<file path="config.mk">
export PLATFORM = sky130hd
export DESIGN_NAME = moore_seq_detector_flat
export DESIGN_NICKNAME = d
export VERILOG_FILES = /design/src/rtl/moore_seq_detector_pkg.sv /design/src/rtl/moore_seq_detector_if.sv /design/src/rtl/moore_seq_detector_sat_counter.sv /design/src/rtl/moore_seq_detector.sv /design/src/flat_wrapper.sv
export SDC_FILE = /design/constraint.sdc
export NUM_CORES = 1
export LEC_CHECK = 0
export CORE_AREA = 5 5 42 44
export CTS_BUF_LIST = sky130_fd_sc_hd__clkbuf_8
export CTS_CLUSTER_SIZE = 16
export DETAILED_ROUTE_END_ITERATION = 12
export DIE_AREA = 0 0 47 49
export GPL_TIMING_DRIVEN = 1
export PLACE_DENSITY = 0.81
export SETUP_SLACK_MARGIN = 0.3
export SLEW_MARGIN = 20
export SYNTH_ARGS = -nofsm -noshare
export SYNTH_HDL_FRONTEND = slang
export SYNTH_HIERARCHICAL = 1
export SYNTH_SLANG_ARGS = --single-unit
</file>
<file path="constraint.sdc">
create_clock -name clk -period 4.2 [get_ports clk]
set_input_delay 1.26 -clock clk [delete_from_list [all_inputs] [get_ports clk]]
set_output_delay 1.26 -clock clk [all_outputs]
set_load 0.02 [all_outputs]
</file>
<file path="src/rtl/moore_seq_detector_pkg.sv">
// seq_det_pkg: elaboration-time helpers that derive the detector's failure and transition tables
// from the pattern, so the hardware is just a constant lookup.
package seq_det_pkg;

    localparam int MAX_LEN = 16;

    typedef enum logic {
        MODE_RESTART = 1'b0,
        MODE_OVERLAP = 1'b1
    } mode_e;

    function automatic int state_w(input int len);
        return $clog2(len + 1);
    endfunction

    // Longest proper prefix of the first i received bits that is also their suffix.
    function automatic int fail_len(input logic [MAX_LEN-1:0] pattern, input int len, input int i);
        int f;
        logic ok;
        f = 0;
        for (int k = 1; k < MAX_LEN; k++) begin
            ok = (k < i) && (i <= len);
            for (int j = 0; j < MAX_LEN; j++)
                if (ok && j < k && pattern[j] != pattern[i - k + j]) ok = 1'b0;
            if (ok) f = k;
        end
        return f;
    endfunction

    function automatic int next_state(input logic [MAX_LEN-1:0] pattern, input int len,
                                      input int s, input logic x);
        int i;
        int n;
        logic done;
        i = s;
        n = 0;
        done = 1'b0;
        for (int t = 0; t <= MAX_LEN; t++) begin
            if (!done) begin
                if (i < len && x == pattern[i]) begin
                    n = i + 1;
                    done = 1'b1;
                end else if (i == 0) begin
                    done = 1'b1;
                end else begin
                    i = fail_len(pattern, len, i);
                end
            end
        end
        return n;
    endfunction

endpackage

</file>
<file path="src/rtl/moore_seq_detector_if.sv">
// moore_seq_detector_if: serial sample/control inputs and match/debug outputs of the detector.
interface moore_seq_detector_if
    import seq_det_pkg::*;
#(
    parameter int PAT_LEN = 5,
    parameter int CNT_W   = 8
);
    localparam int SW = state_w(PAT_LEN);

    logic             en;
    logic             x;
    logic             overlap;
    logic             clr_cnt;
    logic             z;
    logic [CNT_W-1:0] match_cnt;
    logic [SW-1:0]    state;

    modport master (output en, x, overlap, clr_cnt, input z, match_cnt, state);
    modport slave  (input en, x, overlap, clr_cnt, output z, match_cnt, state);

endinterface

</file>
<file path="src/rtl/moore_seq_detector_sat_counter.sv">
// sat_counter: saturating up-counter with a synchronous clear that wins over increment.
module sat_counter #(
    parameter int CNT_W = 8
) (
    input  logic             clk,
    input  logic             reset,
    input  logic             inc,
    input  logic             clr,
    output logic [CNT_W-1:0] count
);

    always_ff @(posedge clk or negedge reset) begin
        if (!reset) count <= '0;
        else count <= clr ? '0 : (inc && count != '1) ? count + 1'b1 : count;
    end

endmodule

</file>
<file path="src/rtl/moore_seq_detector.sv">
// moore_seq_detector: Moore serial pattern detector with run-time overlap select and match counter.
// Transitions come from a table built at elaboration; z decodes only the state register.
module moore_seq_detector
    import seq_det_pkg::*;
#(
    parameter int                 PAT_LEN = 5,
    parameter logic [PAT_LEN-1:0] PATTERN = 5'b01101,
    parameter int                 CNT_W   = 8
) (
    input logic                 clk,
    input logic                 reset,
    moore_seq_detector_if.slave bus
);

    localparam int                 SW      = state_w(PAT_LEN);
    localparam logic [MAX_LEN-1:0] PAT     = MAX_LEN'(PATTERN);
    localparam logic [SW-1:0]      S_MATCH = SW'(PAT_LEN);
    localparam logic [SW-1:0]      F_MATCH = SW'(fail_len(PAT, PAT_LEN, PAT_LEN));

    logic [SW-1:0]    tbl [PAT_LEN][2];
    logic [SW-1:0]    state;
    logic [SW-1:0]    nxt;
    logic [SW-1:0]    base;
    logic [CNT_W-1:0] cnt;
    mode_e            mode;

    for (genvar s = 0; s < PAT_LEN; s++) begin : g_row
        for (genvar b = 0; b < 2; b++) begin : g_col
            assign tbl[s][b] = SW'(next_state(PAT, PAT_LEN, s, 1'(b)));
        end
    end

    assign mode = mode_e'(bus.overlap);

    always_ff @(posedge clk or negedge reset) begin
        if (!reset) state <= '0;
        else state <= nxt;
    end

    // Leaving the match state first falls back to the overlap base, then takes a normal step.
    always_comb begin
        base = (state == S_MATCH) ? ((mode == MODE_OVERLAP) ? F_MATCH : '0) : state;
        nxt  = bus.en ? tbl[base][bus.x] : state;
    end

    sat_counter #(.CNT_W(CNT_W)) u_cnt (
        .clk   (clk),
        .reset (reset),
        .inc   (bus.en && nxt == S_MATCH),
        .clr   (bus.clr_cnt),
        .count (cnt)
    );

    assign bus.z         = (state == S_MATCH);
    assign bus.state     = state;
    assign bus.match_cnt = cnt;

endmodule
</file>
<file path="src/flat_wrapper.sv">
// flat-port wrapper written by rule: the top's interface ports become plain ports
module moore_seq_detector_flat import seq_det_pkg::*;
#(
    parameter int                 PAT_LEN = 5,
    parameter logic [PAT_LEN-1:0] PATTERN = 5'b01101,
    parameter int                 CNT_W   = 8
)
  (clk, reset, bus_en, bus_x, bus_overlap, bus_clr_cnt, bus_z, bus_match_cnt, bus_state);
  moore_seq_detector_if #(.PAT_LEN(PAT_LEN), .CNT_W(CNT_W)) bus_i ();
  input logic clk;
  input logic reset;
  input wire logic [$bits(bus_i.en)-1:0] bus_en;
  input wire logic [$bits(bus_i.x)-1:0] bus_x;
  input wire logic [$bits(bus_i.overlap)-1:0] bus_overlap;
  input wire logic [$bits(bus_i.clr_cnt)-1:0] bus_clr_cnt;
  output wire logic [$bits(bus_i.z)-1:0] bus_z;
  output wire logic [$bits(bus_i.match_cnt)-1:0] bus_match_cnt;
  output wire logic [$bits(bus_i.state)-1:0] bus_state;
  assign bus_i.en = bus_en;
  assign bus_i.x = bus_x;
  assign bus_i.overlap = bus_overlap;
  assign bus_i.clr_cnt = bus_clr_cnt;
  assign bus_z = bus_i.z;
  assign bus_match_cnt = bus_i.match_cnt;
  assign bus_state = bus_i.state;
  moore_seq_detector #(.PAT_LEN(PAT_LEN), .PATTERN(PATTERN), .CNT_W(CNT_W)) u_core (.clk(clk), .reset(reset), .bus(bus_i));
endmodule
</file>
---- Yosys cells after proc, flatten, opt, wreduce, memory -nomap -nowiden ----
Memory sizes are Yosys's and may differ from the RTL's.
Index checks and enable logic that the tools add are counted.
W data, S select, Z words.
storage, ports and cells
  flip-flop bits (word level) ............. 11
  ROM bits ................................ 48
  output and inout bits ................... 12
  memories ................................ 1
memory list
  memory           depth  width  read ports  clocked after memory_dff  wr ports  RTL line                  text
  (no name shown)  8      6      1           0                         0         moore_seq_detector.sv:43  nxt = bus.en ? tbl[base][bus.x] : state;
operators by class
  $add $sub $neg .......................... 1
  order comparisons ....................... 2
  eq/ne operators ......................... 3
  muxes and demuxes ....................... 10
  bitwise operators ....................... 2
  reductions and logical operators ........ 3
operators by type and width
  cell                   count
  $mux W8                2
  $mux W3                5
  $mux W6                2
  $add A8 B1 Y8 const B  1
  $ne A8 B8 Y1 const B   1
  $eq A3 B3 Y1 const B   2
  $ge A4 B4 Y1 const B   1
  $not A3 Y4             1
  $ge A2 B2 Y1 const B   1
  $logic_and A1 B1 Y1    2
  $mux W2                1
  $not A1 Y2             1
  $reduce_bool A2 Y1     1

---- Depth between registers and ports, before layout ----
Gate-level depths: netlist (run 1).
  depth in word-level cells ............... 15
  gate-level depth with buffers ........... 6
  gate-level depth less buffers ........... 5

---- Hierarchy ----
Netlist (run 1), hierarchy kept.
modules (own cells, without submodules)
  module              instances  cells an instance  area an instance (um2)  seq. area each (um2)
  sat_counter         1          42                 430.4                   200.2
  moore_seq_detector  1          22                 206.4                   75.1

---- Worst setup path after synthesis (run 1) ----
No wires, ideal clock.
  kind .................................... in2reg
  from .................................... input bus_x
  to ...................................... register u_core.u_cnt.count[7]
  data arrival time ....................... 2,551 ps
  data required time ...................... 4,122 ps
  slack ................................... 1,572 ps
  stages on the path ...................... 5
  buffers on the path ..................... 1
  path through ............................ buf_2 -> nor4b_2 -> nand4_1 -> or4_1 -> a21oi_1
between the ends
  word-level cells in the longest chain between the ends .. 9
RTL lines
  element                                     RTL line                              text
  start: declaration                          flat_wrapper.sv:13                    input wire logic [$bits(bus_i.x)-1:0] bus_x;
  $not A1 Y2 (not written as such)            moore_seq_detector.sv:43
  $mux W3 (not written as such) (3 in a row)  moore_seq_detector.sv:43
  $mux W3                                     moore_seq_detector.sv:43
  $eq A3 B3 Y1                                moore_seq_detector.sv:49              .inc (bus.en && nxt == S_MATCH),
  $logic_and A1 B1 Y1                         moore_seq_detector.sv:49
  $logic_and A1 B1 Y1                         moore_seq_detector_sat_counter.sv:14  else count <= clr ? '0 : (inc && count != '1) ? count + 1'b1 : count;
  $reduce_bool A2 Y1 (no source line)         n/a
  end signal: assignment                      moore_seq_detector_sat_counter.sv:14
  end: declaration                            moore_seq_detector_sat_counter.sv:9   output logic [CNT_W-1:0] count
No other way between the ends. The select of a mux whose other input is x is not followed.
A chain may end at the register's enable or synchronous reset.

---- Final worst setup path (run 1) ----
Ends and elaborated chain as after synthesis.

==> results of run 1 <==
power by group through the flow:
stage	Clock, mW	Sequential (mW)	Combinational [mW]
after floorplan	0	0.157	0.0583
after global placement	0	0.149	0.113
after detailed placement	0	0.150	0.115
after CTS	0.107	0.149	0.115
after global routing	0.114	0.154	0.122
final	0.103	0.148	0.113
worst reg2reg max path, cell delays in order (launching register included):
cell	delay [ns]
dfrtp_1	0.44
nor2b_1	0.18
nor4b_2	0.41
nand4_1	0.20
or4_1	0.50
a21oi_1	0.15
cell usage after synthesis:
| master | n | share of area, % |
|---|---|---|
| a32o_1 | 1 | 1.6 |
| mux2i_1 | 2 | 3.1 |
| a21boi_0 | 2 | 2.4 |
| nor3_1 | 2 | 1.6 |
| o31ai_1 | 1 | 1.2 |
| ha_1 | 1 | 2.0 |
| a22o_1 | 1 | 1.4 |
| clkbuf_1 | 1 | 0.59 |
| buf_2 | 2 | 1.6 |
| o21a_1 | 1 | 1.2 |
| a31oi_1 | 3 | 2.9 |
| or4_1 | 1 | 1.2 |
| a311oi_1 | 1 | 1.4 |
| nor4_1 | 1 | 0.98 |
| nor2_1 | 2 | 1.2 |
| nor4b_2 | 1 | 2.4 |
| and4_4 | 1 | 1.8 |
| o21ai_0 | 2 | 1.6 |
| and4b_2 | 1 | 1.8 |
| mux2_2 | 1 | 1.8 |
| dfrtp_1 | 11 | 43 |
| a211oi_1 | 1 | 1.2 |
| o21bai_1 | 1 | 1.2 |
| o21ai_1 | 2 | 1.6 |
| and2_1 | 1 | 0.98 |
| and4_1 | 1 | 1.4 |
| a21oi_1 | 4 | 3.1 |
| nand4b_1 | 2 | 2.8 |
| nor2b_1 | 2 | 2.0 |
| and3_1 | 2 | 2.0 |
| nand2b_1 | 3 | 2.9 |
| nand2_1 | 2 | 1.2 |
| inv_1 | 2 | 1.2 |
| nand4_1 | 2 | 2.0 |
cell families after synthesis:
kind of cell	Yosys count	share of synthesized area (%)
mux	3	4.912
compound gates	20	20.63
fa+ha+maj	1	1.964
flops	11	43.22
buf+inv	5	3.340
simple gates	24	25.94
cells in the final DEF, fill, tap and decap left out, types with 2 or more instances in the layout:
cell,count
a21boi_0,2
a21oi_1,4
a31oi_1,3
and3_1,2
clkbuf_8,3
clkdlybuf4s50_1,17
dfrtp_1,11
inv_1,3
mux2i_1,2
nand2_1,2
nand2b_1,3
nand4_1,2
nand4b_1,2
nor2_1,2
nor2b_1,2
nor3_1,2
o21ai_0,2
o21ai_1,2
cell type report:
cell class / count / area, sq um / share of cell area [%]
clock buffer: 3 / 41.29 / 4.810
clock inverter: 1 / 3.754 / 0.4373
inverter: 2 / 7.507 / 0.8746
multi-input combinational: 48 / 340.3 / 39.65
sequential: 11 / 275.3 / 32.07
tap: 16 / 20.02 / 2.332
timing repair buffer: 17 / 170.2 / 19.83
sequential cells by signal (all words and copies together) (netlist names):
signal              count
u_core/u_cnt/count      8
u_core/bus.state        3
metal layers:
layer | track usage, % | vias to the layer above | share of wire (%) | routed length (um)
met5 | 0 | - | 0 | 0
met4 | 8.295 | 0 | 1.2 | 17
met3 | 4.428 | 2 | 8.9 | 124
met2 | 21.72 | 20 | 48 | 660
met1 | 16.86 | 261 | 42 | 584
li1 | - | 283 | - | -
worst max path at each step:
stage / to / slack (ns) / startpoint / cells after the start
floorplan: u_core/u_cnt/count[7] / 1.57 / bus_x / 5
global placement: u_core/u_cnt/count[7] / 1.06 / bus_x / 5
detailed placement: u_core/u_cnt/count[7] / 0.98 / bus_x / 5
CTS: u_core/u_cnt/count[7] / 1.23 / bus_x / 5
global route: u_core/u_cnt/count[7] / 1.05 / bus_x / 5
finish: u_core/u_cnt/count[7] / 1.22 / bus_x / 5
through the flow:
step	area [sq um]	std cells	util [%]	setup WS [ns]
global route	858.3	98	61.25	1.045
global placement	813.3	94	58.04	1.061
detailed placement	813.3	94	58.04	0.9800
CTS	858.3	98	61.25	1.230
floorplan	636.9	64	-	1.572
finish	858.3	98	61.25	1.220
==> metrics.yaml, run 1 <==
area_delta_synth_final_pct: 34.77
nNetsFinal: 90
initial_core_util_pct: 45.45
grt_antenna_before_repair: 0
ys_ff_latch: 11
max_slew_margin_pct: 66.81
worst-endpoint-required_ns: 4.36
power.share.switching_pct: 32.73
drt_pre_antenna_iters: 4
ant_nets: 0
cts-htree-levels: 1
holdWs_ns: 0.5918
diodes: 0
drive_above_1_share_pct: 8.537
netlist_area_sq_um: 636.9
max_cap_violations: 0
power_per_cell_area_mw_per_mm2: 424.7
p_comb_share_pct: 31.1
worst_hold_path.num_cells: 2
fp.coreArea_sq_mm: 0.001401
setup.worst_path.start_class: "input port"
cts_root_buf: "clkbuf_8"
final-hold-violation-count: 0
cts_resized: 0
cts_inserted_buffers: 3
finalPower_mw: 0.3645
min_path_type: "flop to flop"
synth_seq_area_share_pct: 43.22
slew_viol_final: 0
finalWeightedCongestion: 0.7740
cts_setup_buffers: 0
r2r_start: "u_core/bus.state[0]"
max_freq_mhz: 335.5
rrSetupSlack_ns: 2.23
worstPathArrival_ns: 3.14
wl_mm: 1.386
netlist-cell-type-count: 34
p_leak_nw: 0.3423
num_rows: 14
ios: 18
hold_path_end: "u_core/u_cnt/count[7]"
path_clk_slew_ns: 0.05
rsz0062_at_grt: "false"
rr_endpoint: "u_core/u_cnt/count[7]"
worst-setup-path-type: "input port to flop"
pwr-share-clk_pct: 28.2
drtIter0Drc: 8
cts_hold_buf: 0
syn_area_per_cell_sq_um: 9.951
routedWlPerCell_um: 14.14
postSynthCellCount: 64
gr-total-overflow: 0
period_share_pct: 70.96
clock_path_buffers: 2
critPathSlowestCell: "clkdlybuf4s50_1"
p_seq_share_pct: 40.6
grt_usage_pct: 14.25
n_fill_cell: 142
grt_pass1_wl_mm: 2.332
cts_tree: "done"
drc: 0
timing_worst_slew_pin_value_ns: 0.4962
die_w_um: 47
slowest_delay_ns: 0.54
grt_max_degree: 12
fin_skew_ns: 0.001105
crit_path_cell_trace: "clkdlybuf4s50_1, nor4b_2, nand4_1, or4_1, a21oi_1"
fin_crit_ns: 2.980
fp.dieH_um: 49
p_switching_mw: 0.1193
p_int_mw: 0.2452
peakVddDrop_v: 0.0003311
dr_total_vias: 566
io_buffer_count: 17
crit_path_end_kind: "flop"
hpwlAfterDp_mm: 1.085
hp-start: "u_core/u_cnt/count[7]"
grt_pass1_vias: 538
clkSinkCount: 11
ys_warn_count: 6
status: "finished, final reports clean"
final.setup.tns_ns: 0
reg2reg_depth: 5
path_max_fanout: 9
syn_nets: 71
die_area_sq_mm: 0.002303
crit_buf_inv: 1
crit_family: "simple AND/OR/NAND/NOR gates"
setup_viol: 0
post_drt_via_cell_ratio: 5.776
clkLatencyLatePin_ns: 0.24
Note: power is estimated with default switching activity, not from simulation.
==> inputs of run 2 (changes only) <==
--- a/config.mk
+++ b/config.mk
@@ -5,11 +5,11 @@
 export SDC_FILE = /design/constraint.sdc
 export NUM_CORES = 1
 export LEC_CHECK = 0
-export CORE_AREA = 5 5 42 44
+export CORE_MARGIN = 5
+export CORE_UTILIZATION = 48
 export CTS_BUF_LIST = sky130_fd_sc_hd__clkbuf_8
 export CTS_CLUSTER_SIZE = 16
 export DETAILED_ROUTE_END_ITERATION = 12
-export DIE_AREA = 0 0 47 49
 export GPL_TIMING_DRIVEN = 1
 export PLACE_DENSITY = 0.81
 export SETUP_SLACK_MARGIN = 0.3
==> constraint.sdc (replaced) <==
create_clock -name clk -period 3.1 [get_ports clk]
set_input_delay 0.93 -clock clk [delete_from_list [all_inputs] [get_ports clk]]
set_output_delay 0.93 -clock clk [all_outputs]
set_load 0.02 [all_outputs]
==> run 2 against run 1 <==
Worst setup slack got worse by 0.77 ns. Global-route usage is 0.49 points higher. Sequential share of layout area decreased by 0.23 points. Routed wire length is 0.65% lower. Design area up 0.73%. First-iteration DRC count rose by 140%. Critical path depth stayed put. Sequential cell count did not move. Combinational power is 36% higher. Clock skew up 0.0020 ns. Count of clock-buffer cells in the layout unchanged.
==> metrics.yaml, run 2 (synthesis results as in run 1) <==
final.setup.tns_ns: 0
hpwlAfterDp_mm: 1.001
cts_hold_buf: 0
cts-htree-levels: 1
cts_setup_buffers: 0
holdWs_ns: 0.6014
drtIter0Drc: 19
worst-endpoint-required_ns: 3.26
final_cell_mix: "clkdlybuf4s50_1, dfrtp_1, a21oi_1"
crit_path_end_kind: "flop"
period_share_pct: 85.34
worst-setup-path-type: "input port to flop"
min_path_type: "flop to flop"
clkSinkCount: 11
drive_above_1_share_pct: 9.639
die_area_sq_mm: 0.002155
worstPathArrival_ns: 2.80
pwr-share-clk_pct: 28.6
grt_usage_pct: 14.73
crit_family: "simple AND/OR/NAND/NOR gates"
gr-total-overflow: 0
peakVddDrop_v: 0.0004789
ios: 18
fp.coreArea_sq_mm: 0.001285
max_slew_margin_pct: 67.02
path_max_fanout: 7
timing_worst_slew_pin_value_ns: 0.4932
clock_path_buffers: 2
grt_max_degree: 12
max_cap_violations: 0
crit_buf_inv: 1
rsz0062_at_grt: "false"
ant_nets: 0
dr_total_vias: 595
clkLatencyLatePin_ns: 0.24
p_switching_mw: 0.1623
path_clk_slew_ns: 0.05
crit_path_cell_trace: "clkdlybuf4s50_1, nor4b_2, nand4_1, or4_1, a21oi_1"
nNetsFinal: 91
p_int_mw: 0.3331
slowest_delay_ns: 0.57
finalWeightedCongestion: 0.7215
fin_crit_ns: 2.645
wl_mm: 1.377
setup_viol: 0
post_drt_via_cell_ratio: 6.071
power.share.switching_pct: 32.76
status: "finished, final reports clean"
fin_skew_ns: 0.003063
p_leak_nw: 0.3471
grt_pass1_wl_mm: 2.277
reg_top3: "u_core/u_cnt/count (8), u_core/bus.state (3)"
p_comb_share_pct: 31.1
largest_register_ffs: 8
final-hold-violation-count: 0
cts_resized: 0
p_seq_share_pct: 40.3
power_per_cell_area_mw_per_mm2: 573.1
routedWlPerCell_um: 14.05
grt_pass1_vias: 525
grt_antenna_before_repair: 0
fp.dieH_um: 46.43
die_w_um: 46.43
area_delta_synth_final_pct: 35.76
setup.worst_path.start_class: "input port"
largest_register: "u_core/u_cnt/count"
critPathSlowestCell: "clkdlybuf4s50_1"
slew_viol_final: 0
cts_root_buf: "clkbuf_8"
max_freq_mhz: 378.0
io_buffer_count: 17
drt_pre_antenna_iters: 4
num_rows: 13
drc: 0
cts_inserted_buffers: 3
layout_commonest_cell: "clkdlybuf4s50_1"
cts_tree: "done"
diodes: 0
initial_core_util_pct: 49.56
-- run 2: changes by cell type in the layout (fill, tap and decap cells not counted), sizes merged --
cell,previous run,this run
buf,0,1
-- run 2: power groups by stage --
stage | Sequential [mW] | Clock [mW] | Combinational (mW)
after floorplan | 0.212 | 0 | 0.0789
after global placement | 0.202 | 0 | 0.155
after detailed placement | 0.203 | 0 | 0.154
after CTS | 0.200 | 0.143 | 0.156
after global routing | 0.205 | 0.151 | 0.165
final | 0.200 | 0.142 | 0.154
-- run 2: path summary, 6_finish.rpt --
| path | depth (start not counted) | startpoint | slack (ns) | endpoint |
|---|---|---|---|---|
| max | 5 | bus_en | 0.45 | u_core/u_cnt/count[7] |
| min | 1 | u_core/bus.state[0] | 0.60 | u_core/bus.state[0] |
| max reg2reg | 5 | u_core/bus.state[0] | 1.07 | u_core/u_cnt/count[7] |
| min reg2reg | 1 | u_core/bus.state[0] | 0.60 | u_core/bus.state[0] |
| max in group asynchronous | 1 | reset | 1.74 | u_core/bus.state[1] |
| min in group asynchronous | 1 | reset | 1.03 | u_core/u_cnt/count[4] |
-- run 2: area by class of cell --
cell class,count,area (sq um)
Clock inverter,1,3.754
Sequential cell,11,275.3
Multi-Input combinational cell,48,340.3
Timing Repair Buffer,18,177.7
Fill cell,106,420.4
Tap cell,15,18.77
Clock buffer,3,41.29
Inverter,2,7.507
-- run 2: metal layers --
layer  wire, um  vias to the layer above  share of wire [%]  GRT usage [%]
li1           -                      290                  -              -
met1        633                      281                 46          20.10
met2        646                       22                 47          22.53
met3         79                        2                5.7          3.516
met4         18                        0                1.3          5.114
met5          0                        -                  0              0
-- run 2: per-stage QoR --
stage               cells  setup slack [ns]  power, mW  utilization [%]  instance area [sq um]
global route           98            0.3272     0.5212            67.28                  864.6
global placement       94            0.3452     0.3572            63.78                  819.5
CTS                    98            0.5030     0.4987            67.28                  864.6
detailed placement     94            0.2903     0.3575            63.78                  819.5
floorplan              64            0.8017     0.2910                -                  636.9
finish                 98            0.4546     0.4955            67.28                  864.6
==> inputs of run 3 (changes only) <==
--- a/config.mk
+++ b/config.mk
@@ -11,10 +11,9 @@
 export CTS_CLUSTER_SIZE = 16
 export DETAILED_ROUTE_END_ITERATION = 12
 export GPL_TIMING_DRIVEN = 1
-export PLACE_DENSITY = 0.81
+export PLACE_DENSITY = 0.82
 export SETUP_SLACK_MARGIN = 0.3
 export SLEW_MARGIN = 20
 export SYNTH_ARGS = -nofsm -noshare
 export SYNTH_HDL_FRONTEND = slang
-export SYNTH_HIERARCHICAL = 1
 export SYNTH_SLANG_ARGS = --single-unit
==> run 3 against run 2 <==
Core utilization about the same. Area after synthesis down 1.6%. Via count up 1.5%. Total power down 3.7%. Design area down 1.3%. Critical path type unchanged. Largest cell class unchanged. Largest power group unchanged.
==> metrics.yaml, run 3 <==
grt_pass1_vias: 550
fp.dieH_um: 46.14
min_path_type: "flop to flop"
finalPower_mw: 0.4769
worst_hold_path.num_cells: 2
routedWlPerCell_um: 14.13
clkLatencyLatePin_ns: 0.24
grt_pass1_wl_mm: 2.415
postSynthCellCount: 68
placed_cell_area_sq_um: 808.3
yosys.area_share.xor_xnor_pct: 0
die_area_sq_mm: 0.002128
finalNonFillerCells: 102
netlist_area_sq_um: 626.9
cts-htree-levels: 1
path_max_fanout: 8
setup.worst_path.start_class: "input port"
initial_core_util_pct: 49.41
crit_path_end_kind: "flop"
largest_register: "u_core.u_cnt.count"
peakVddDrop_v: 0.0003487
final_cell_area_sq_um: 853.3
post_drt_via_cell_ratio: 5.922
synth_mux_area_share_pct: 1.597
cts_resized: 0
placed_cells: 98
hpwlAfterDp_mm: 1.071
rr_endpoint: "u_core.u_cnt.count[5]"
fin_crit_ns: 2.653
p_leak_nw: 0.3290
drc: 0
finalWeightedCongestion: 0.7503
max_cap_violations: 0
yosys-top-cells-area: "dfrtp_1, o21ai_0, a21oi_1"
timing_worst_slew_pin_value_ns: 0.6183
drtIter0Drc: 9
status: "finished, final reports clean"
reg2reg_depth: 4
rrSetupSlack_ns: 1.26
final_cell_mix: "clkdlybuf4s50_1, dfrtp_1, o21ai_0"
syn_nets: 75
cts_inserted_buffers: 3
clkSinkCount: 11
worstPathArrival_ns: 2.81
synth-simple-area-share_pct: 28.94
yosys.area.top_type: "dfrtp_1"
path_clk_slew_ns: 0.05
worst-endpoint-required_ns: 3.26
final.setup.tns_ns: 0
drt_pre_antenna_iters: 4
fp.coreArea_sq_mm: 0.001269
netlist-cell-type-count: 25
rsz0062_at_grt: "false"
num_rows: 13
ys_ff_latch: 11
syn_area_per_cell_sq_um: 9.218
die_w_um: 46.14
power_per_cell_area_mw_per_mm2: 558.9
synth_compound_area_share_pct: 21.76
area_delta_synth_final_pct: 36.13
grt_max_degree: 13
reg_top3: "u_core.u_cnt.count (8), u_core.bus.state (3)"
grt_antenna_before_repair: 0
max_slew_margin_pct: 58.63
holdWs_ns: 0.6064
cts_tree: "done"
gr-total-overflow: 0
nNetsFinal: 95
drive_above_1_share_pct: 5.747
io_buffer_count: 17
layout_commonest_cell: "clkdlybuf4s50_1"
period_share_pct: 85.60
final-hold-violation-count: 0
hold_path_end: "u_core.u_cnt.count[0]"
synthFlopType: "dfrtp_1"
clock_path_buffers: 2
dr_total_vias: 604
cts_root_buf: "clkbuf_8"
wl_mm: 1.441
ios: 18
hp-start: "u_core.u_cnt.count[0]"
synth_edf_count: 0
ys_warn_count: 0
fin_skew_ns: 0.005813
setup_viol: 0
diodes: 0
netlist_top_cells_count: "dfrtp_1, o21ai_0, a21oi_1, nand2_1"
synth_top_area_share_pct: 43.91
cts_setup_buffers: 0
r2r_start: "u_core.bus.state[2]"
cts_hold_buf: 0
ant_nets: 0
synth_adder_area_share_pct: 1.996
grt_usage_pct: 15.98
worst-setup-path-type: "input port to flop"
synth_top_family_by_area: "simple AND/OR/NAND/NOR gates"
largest_register_ffs: 8
yosys.cell_count.top_type: "dfrtp_1"
max_freq_mhz: 376.9
synth_seq_area_share_pct: 43.91
slew_viol_final: 0
synthArstFlopShare_pct: 100.0
==> run 3: final cells by class <==
type,count,area (sq um)
inverters,1,3.754
well taps,15,18.77
repair buffers,17,170.2
clock buffers,3,41.29
flip-flops and latches,11,275.3
multi-input cells,54,340.3
clock inverters,1,3.754
fillers,114,415.4
==> run 3: power by group <==
group | internal, mW | switching, mW
clock network | 0.0872 | 0.0572
registers | 0.162 | 0.0373
logic | 0.0714 | 0.0619
total | 0.321 | 0.156
==> run 3: how the worst max path moves through the flow <==
stage	from	slack, ns	end
floorplan	bus_x	0.87	u_core.u_cnt.count[5]
global placement	bus_x	0.28	u_core.u_cnt.count[5]
detailed placement	bus_x	0.20	u_core.u_cnt.count[5]
CTS	bus_x	0.44	u_core.u_cnt.count[5]
global route	bus_x	0.35	u_core.u_cnt.count[5]
finish	bus_x	0.45	u_core.u_cnt.count[5]
==> run 3: cell families after synthesis <==
kind of cell / after synthesis
flops: 11
fa+ha+maj: 1
simple gates: 29
mux: 1
compound gates: 23
buf+inv: 3
==> run 3: critical path, cell delays in order <==
cell and delay [ns]:
clkdlybuf4s50_1 0.52, nand2b_1 0.21, or4b_4 0.57, or4_1 0.41, a21oi_1 0.17
==> run 3: per-layer routing <==
layer / vias up / global-route usage, % / routed length [um]
met5: - / 0 / 0
met4: 0 / 5.114 / 12
met3: 2 / 5.078 / 85
met2: 17 / 25.55 / 717
met1: 287 / 20.29 / 625
li1: 298 / - / -
==> run 3: through the flow <==
| stage | utilization (%) | setup WS [ns] |
|---|---|---|
| after floorplan | - | 0.8723 |
| after global placement | 63.71 | 0.2835 |
| after detailed placement | 63.71 | 0.1955 |
| after CTS | 67.26 | 0.4354 |
| after global routing | 67.26 | 0.3521 |
| final | 67.26 | 0.4465 |
